`config.mk`:
```
export PLATFORM = sky130hd
export DESIGN_NAME = cordic_phase_gen
export DESIGN_NICKNAME = d
export VERILOG_FILES = /design/src/rtl/cordic_pkg.sv /design/src/rtl/cordic_phase_gen_phase_accum.sv /design/src/rtl/cordic_phase_gen.sv
export SDC_FILE = /design/constraint.sdc
export NUM_CORES = 1
export LEC_CHECK = 0
export BUFFER_PORTS_ARGS = -buffer_cell sky130_fd_sc_hd__buf_2
export CORE_MARGIN = 4
export CORE_UTILIZATION = 40
export DETAILED_ROUTE_END_ITERATION = 10
export SLEW_MARGIN = 15
export SYNTH_ARGS = -nofsm -noshare
export SYNTH_HDL_FRONTEND = slang
export SYNTH_SLANG_ARGS = --single-unit
```
`constraint.sdc`:
```
create_clock -name clk -period 13.55 [get_ports clk]
set_clock_uncertainty 0.1 [all_clocks]
set_input_delay 2.71 -clock clk [delete_from_list [all_inputs] [get_ports clk]]
set_output_delay 2.71 -clock clk [all_outputs]
set_load 0.02 [all_outputs]
```
`src/rtl/cordic_pkg.sv`:
```
// Shared widths, sequencer state encoding and the quadrant constants used by
// the cordic datapath and its phase-sequencing front end.
package cordic_pkg;

    localparam int DEF_PHASE_W = 16;
    localparam int DEF_ACC_W   = 32;
    localparam int DEF_CNT_W   = 16;

    typedef enum logic [1:0] {
        IDLE      = 2'd0,
        ISSUE     = 2'd1,
        WAIT_LOW  = 2'd2,
        WAIT_HIGH = 2'd3
    } state_t;

    // Quadrant boundaries of a 16-bit binary-angle theta (full turn = 2^16).
    localparam logic [15:0] QUAD_0   = 16'h0000;
    localparam logic [15:0] QUAD_90  = 16'h4000;
    localparam logic [15:0] QUAD_180 = 16'h8000;
    localparam logic [15:0] QUAD_270 = 16'hC000;

endpackage

```
`src/rtl/cordic_phase_gen_phase_accum.sv`:
```
// NCO phase accumulator with a modulo offset adder; theta_next is the phase
// that the accumulator value after this edge will produce.
module phase_accum
    import cordic_pkg::*;
#(
    parameter int PHASE_W = DEF_PHASE_W,
    parameter int ACC_W   = DEF_ACC_W
) (
    input  logic               clk,
    input  logic               rstb,
    input  logic               clr,
    input  logic               step,
    input  logic [ACC_W-1:0]   fcw,
    input  logic [PHASE_W-1:0] offset,
    output logic [PHASE_W-1:0] theta_next
);

    logic [ACC_W-1:0] acc_r;
    logic [ACC_W-1:0] acc_next_s;

    // Next accumulator value and the phase it maps to (both wrap naturally).
    always_comb begin
        acc_next_s = acc_r;
        if (clr) begin
            acc_next_s = '0;
        end else if (step) begin
            acc_next_s = acc_r + fcw;
        end else begin
            acc_next_s = acc_r;
        end
        theta_next = acc_next_s[ACC_W-1 -: PHASE_W] + offset;
    end

    // Accumulator register.
    always_ff @(posedge clk or negedge rstb) begin
        if (!rstb) begin
            acc_r <= '0;
        end else begin
            acc_r <= acc_next_s;
        end
    end

endmodule

```
`src/rtl/cordic_phase_gen.sv`:
```
// Burst sequencer that feeds the cordic one theta per transaction from an NCO
// phase accumulator, honouring cordic_ready and reporting burst completion.
module cordic_phase_gen
    import cordic_pkg::*;
#(
    parameter int PHASE_W = DEF_PHASE_W,
    parameter int ACC_W   = DEF_ACC_W,
    parameter int CNT_W   = DEF_CNT_W
) (
    input  logic               clk,
    input  logic               rstb,
    input  logic               start,
    input  logic               stop,
    input  logic [ACC_W-1:0]   fcw,
    input  logic [PHASE_W-1:0] phase_offset,
    input  logic [CNT_W-1:0]   num_samples,
    input  logic               cordic_ready,
    output logic [PHASE_W-1:0] theta,
    output logic               in_valid,
    output logic               busy,
    output logic               done,
    output logic [CNT_W-1:0]   sample_idx
);

    state_t             state_r;
    logic [ACC_W-1:0]   fcw_r;
    logic [PHASE_W-1:0] offset_r;
    logic [CNT_W-1:0]   num_r;

    logic               launch_s;
    logic               xfer_s;
    logic               step_s;
    logic [PHASE_W-1:0] offset_s;
    logic [PHASE_W-1:0] theta_next_s;
    logic [CNT_W-1:0]   idx_inc_s;

    // Handshake decode; the live offset is used only on the launch cycle.
    always_comb begin
        launch_s  = (state_r == IDLE) && start && !stop;
        xfer_s    = in_valid && cordic_ready;
        step_s    = (state_r == ISSUE) && xfer_s;
        idx_inc_s = sample_idx + {{(CNT_W-1){1'b0}}, 1'b1};
        if (state_r == IDLE) begin
            offset_s = phase_offset;
        end else begin
            offset_s = offset_r;
        end
    end

    phase_accum #(
        .PHASE_W (PHASE_W),
        .ACC_W   (ACC_W)
    ) u_accum (
        .clk        (clk),
        .rstb       (rstb),
        .clr        (launch_s),
        .step       (step_s),
        .fcw        (fcw_r),
        .offset     (offset_s),
        .theta_next (theta_next_s)
    );

    // Sequencer FSM with registered outputs.
    always_ff @(posedge clk or negedge rstb) begin
        if (!rstb) begin
            state_r    <= IDLE;
            fcw_r      <= '0;
            offset_r   <= '0;
            num_r      <= '0;
            theta      <= '0;
            in_valid   <= 1'b0;
            busy       <= 1'b0;
            done       <= 1'b0;
            sample_idx <= '0;
        end else begin
            done <= 1'b0;
            case (state_r)
                IDLE: begin
                    if (launch_s) begin
                        fcw_r      <= fcw;
                        offset_r   <= phase_offset;
                        num_r      <= num_samples;
                        sample_idx <= '0;
                        busy       <= 1'b1;
                        theta      <= theta_next_s;
                        in_valid   <= 1'b1;
                        state_r    <= ISSUE;
                    end else begin
                        state_r <= IDLE;
                    end
                end
                ISSUE: begin
                    if (xfer_s) begin
                        in_valid   <= 1'b0;
                        sample_idx <= idx_inc_s;
                        theta      <= theta_next_s;
                        if (stop) begin
                            busy    <= 1'b0;
                            state_r <= IDLE;
                        end else if ((num_r != '0) && (idx_inc_s == num_r)) begin
                            busy    <= 1'b0;
                            done    <= 1'b1;
                            state_r <= IDLE;
                        end else begin
                            state_r <= WAIT_LOW;
                        end
                    end else if (stop) begin
                        in_valid <= 1'b0;
                        busy     <= 1'b0;
                        state_r  <= IDLE;
                    end else begin
                        state_r <= ISSUE;
                    end
                end
                WAIT_LOW: begin
                    if (stop) begin
                        busy    <= 1'b0;
                        state_r <= IDLE;
                    end else if (!cordic_ready) begin
                        state_r <= WAIT_HIGH;
                    end else begin
                        state_r <= WAIT_LOW;
                    end
                end
                WAIT_HIGH: begin
                    if (stop) begin
                        busy    <= 1'b0;
                        state_r <= IDLE;
                    end else if (cordic_ready) begin
                        in_valid <= 1'b1;
                        state_r  <= ISSUE;
                    end else begin
                        state_r <= WAIT_HIGH;
                    end
                end
                default: begin
                    in_valid <= 1'b0;
                    busy     <= 1'b0;
                    state_r  <= IDLE;
                end
            endcase
        end
    end

endmodule

```
==> impl_metrics.csv <==
group,metric,value,unit
floorplanning,rows,51,
critical_path,r2r-start,"fcw_r[0]",
finish,drive_above_1_share,0.1570,
synthesis,synth_cell_types,62,
clock_tree,post_cts_buffers,0,
detailed_routing,vias_per_cell,5.221,
critical_path,slowest_stage,"nor2_2",
critical_path,path_max_fanout,25,
grt,grt_pass1_wl,33310,um
critical_path,cp-startpoint,"cordic_ready",
detailed_routing,drc_errors,0,
synthesis,yosys_warnings,0,
detailed_routing,dr.pass1.iters,5,
power,ir_drop,0.09495,mV
critical_path,cp_top_family,"compound AO/OA/AOI/OAI gates",
detailed_routing,first_iter_violations,310,
clock_tree,cts_buffers,17,
critical_path,crit_chain,"buf_2 > and3_1 > nor2_2 > buf_4 > nand2_1 > o21ai_0 > ha_1 > inv_1 > fa_1 > nor2b_1 > o21ai_0 > a21boi_0 > o21ai_0 > a21oi_1 > o2111ai_1 > a31oi_1 > xnor2_1 > a21oi_1",
detailed_routing,detail-route-antenna-nets,0,
synthesis,synth-seq-cells,133,
clock_tree,clock_latency,0.43,ns
synthesis,synthTopCellsByCount,"nand2_1, dfrtp_1, o21ai_0, ha_1, a21oi_1",
critical_path,start_kind,"input pin",
clock_tree,cts_hold_buffers,0,
sta,clock.fmax,0.1589,GHz
placed_design,hpwl,14140,um
critical_path,rrSetupSlack,7.95,ns
critical_path,cp.required,13.75,ns
grt,grt_antenna_before_repair,0,
synthesis,synthFlopType,"dfrtp_1",
synthesis,yosysMostFrequentCell,"nand2_1",
synthesis,synth_top_area_share,0.4148,
synthesis,yosysSeqAreaShare,0.4148,
sta,fin_crit,6.294,ns
critical_path,path_buf_inv,3,
clock_tree,cts_buffer_depth,2,
clock_tree,cts_max_level,4,
floorplanning,pin_count,104,
sta,slew_headroom,0.4096,
sta,setup_violations,0,
floorplanning,die_height,149.6,um
critical_path,cpMostUsedCell,"o21ai_0",
grt,grt_max_degree,93,
floorplanning,start_util,0.4096,
critical_path,cp_num_cells,18,
placed_design,gp_congestion,0.8277,
sta,hold_ws,0.3686,ns
sta,finalHoldViolations,0,
floorplanning,die_area,22390,sq um
grt,first_global_vias,6586,
synthesis,syn-num-nets,1063,
synthesis,synth_top_area_cell,"dfrtp_1",
power,powerDensity,194.1,nW/um^2
synthesis,ys_top_cells_by_area,"dfrtp_1, nand2_1, ha_1, o21ai_0, xnor2_1",
sta,rsz0062_at_grt,"false",
synthesis,synth-edff-count,0,
clock_tree,cts_resized,0,
critical_path,worst-endpoint-arrival,6.50,ns
clock_tree,clkTransAtPathRegs,0.06,ns
job,drv_cap,0,
sta,finalCritPeriodShare,0.4645,
detailed_routing,wl_per_cell,15.43,um
finish,area_growth,15.98,%
floorplanning,chipWidth,149.6,um
grt,grtUsageTotal,0.1859,
power,leakagePower,4.616,nW
placed_design,port_buffers,103,
sta,maxSlewViolCount,0,
critical_path,timing_worst_setup_path_type,"input pin to register",
synthesis,netlist_instances,945,
detailed_routing,routed-via-count,6803,
clock_tree,clockRootBuffer,"clkbuf_16",
sta,fin_setup_tns,0,ns
floorplanning,core_area,19590,sq um
sta,tightest_slew,0.8856,ns
critical_path,worst_r2r_path_depth,21,
grt,grt_overflow,0,
synthesis,async_flop_share,1.000,
critical_path,endpoint_kind,"register",
finish,nets,1144,
critical_path,crit_end,"theta[12]",
critical_path,r2r-end,"theta[14]",
clock_tree,cts_tree,"built",
synthesis,avgSynthCellArea,8.491,sq um
run_status,status,"finished, final reports clean",
critical_path,critPathMaxStageDelay,0.47,ns
clock_tree,clock_sinks,133,
detailed_routing,wl,20110,um
min_path,worstHoldPathType,"register to register",
finish,num_antenna_cells,0,
synthesis,syn-cell-area,8024,sq um
-- cell families after synthesis --
kind of cell / synth area share
and+or+nand+nor: 0.2224
DFF: 0.4148
xor gates and xnor gates: 0.06222
adders and majority gates: 0.07828
AOI/OAI and AO/OA: 0.1665
buffers and inverters: 0.03368
muxes: 0.02214
-- placed cells by master (no fill, tap or decap), types with 5 or more instances in the layout --
cell type  synthesis  routed
buf_4              2       7
clkbuf_16          0      17
o21ai_0           75      75
o31ai_1           10      10
and3_1             6       6
mux2_2            14      14
nand3_1           43      42
nor2_1            34      33
clkinv_2           0       5
a31oi_1            8       8
a211oi_1          12      12
nor3_1            11      11
nand4_1            8       8
nand2b_1           6       6
or3_1              9       9
nand2_1          259     259
a21o_1            20      20
xor2_1            22      22
buf_2              6     102
inv_1             20      20
nor4_1             7       7
ha_1              47      47
o21a_1             6       6
nor2b_1            6       6
dfrtp_1          133     133
xnor2_1           35      35
a21oi_1           45      45
-- flip-flops by register name, indices dropped and copies added, names as in the netlist --
signal	count
busy	1
state_r	2
theta	16
done	1
fcw_r	32
u_accum.acc_r	32
in_valid	1
num_r	16
offset_r	16
sample_idx	16
-- report_power, final --
| group | total, mW | switching (mW) | internal [mW] |
|---|---|---|---|
| Combinational | 0.761 | 0.447 | 0.314 |
| Sequential | 0.600 | 0.0863 | 0.513 |
| Clock | 0.446 | 0.173 | 0.272 |
-- area by class of cell --
class	count	area, sq um
sequential	133	3328
multi-input combinational	744	4439
clock buffer	21	450.4
fill	1964	10280
tap	265	331.6
timing repair buffer	110	574.3
clock inverter	10	107.6
inverter	20	75.07
-- worst reg2reg max path, cell delays in order, from the launching register on --
cell       delay [ns]
dfrtp_1          0.40
ha_1             0.25
fa_1             0.44
a211oi_1         0.33
o21bai_1         0.13
a21oi_1          0.41
o21ai_0          0.22
a21o_1           0.21
a21oi_1          0.25
o21ai_0          0.16
xnor2_1          0.22
o21ai_0          0.16
ha_1             0.40
nor2b_1          0.15
o21ai_0          0.21
a21boi_0         0.15
o21ai_0          0.24
a21oi_1          0.15
o2111ai_1        0.32
nand3_1          0.16
a2111o_1         0.40
nand4_1          0.09
-- worst min path at each step --
stage / startpoint / to / slack, ns / cells after the start
after global routing: offset_r[2] / offset_r[2] / 0.38 / 2
final: offset_r[9] / offset_r[9] / 0.37 / 2
after floorplan: offset_r[0] / offset_r[0] / 0.34 / 2
after CTS: offset_r[9] / offset_r[9] / 0.37 / 2
after detailed placement: offset_r[9] / offset_r[9] / 0.36 / 2
after global placement: offset_r[0] / offset_r[0] / 0.35 / 2
-- metrics by stage --
| step | worst slack (ns) | total power [mW] | cells | instance area [sq um] | utilization |
|---|---|---|---|---|---|
| 6_report | 7.256 | 1.806 | 1303 | 9306 | 0.4751 |
| 2_1_floorplan | 7.511 | 1.159 | 945 | 8024 | - |
| 3_3_place_gp | 6.978 | 1.361 | 1272 | 8748 | 0.4466 |
| 4_1_cts | 7.273 | 1.825 | 1303 | 9306 | 0.4751 |
| 3_5_place_dp | 6.836 | 1.368 | 1272 | 8748 | 0.4466 |
| 5_1_grt | 6.756 | 1.951 | 1303 | 9306 | 0.4751 |
-- per-layer routing --
layer | track usage | vias to the layer above | wire length, um
met1 | 0.2622 | 3203 | 9664
li1 | - | 3454 | -
met4 | 0.05172 | 0 | 195
met3 | 0.03301 | 17 | 803
met5 | 0 | - | 0
met2 | 0.2955 | 129 | 9445
(Power assumes the default switching activity.)
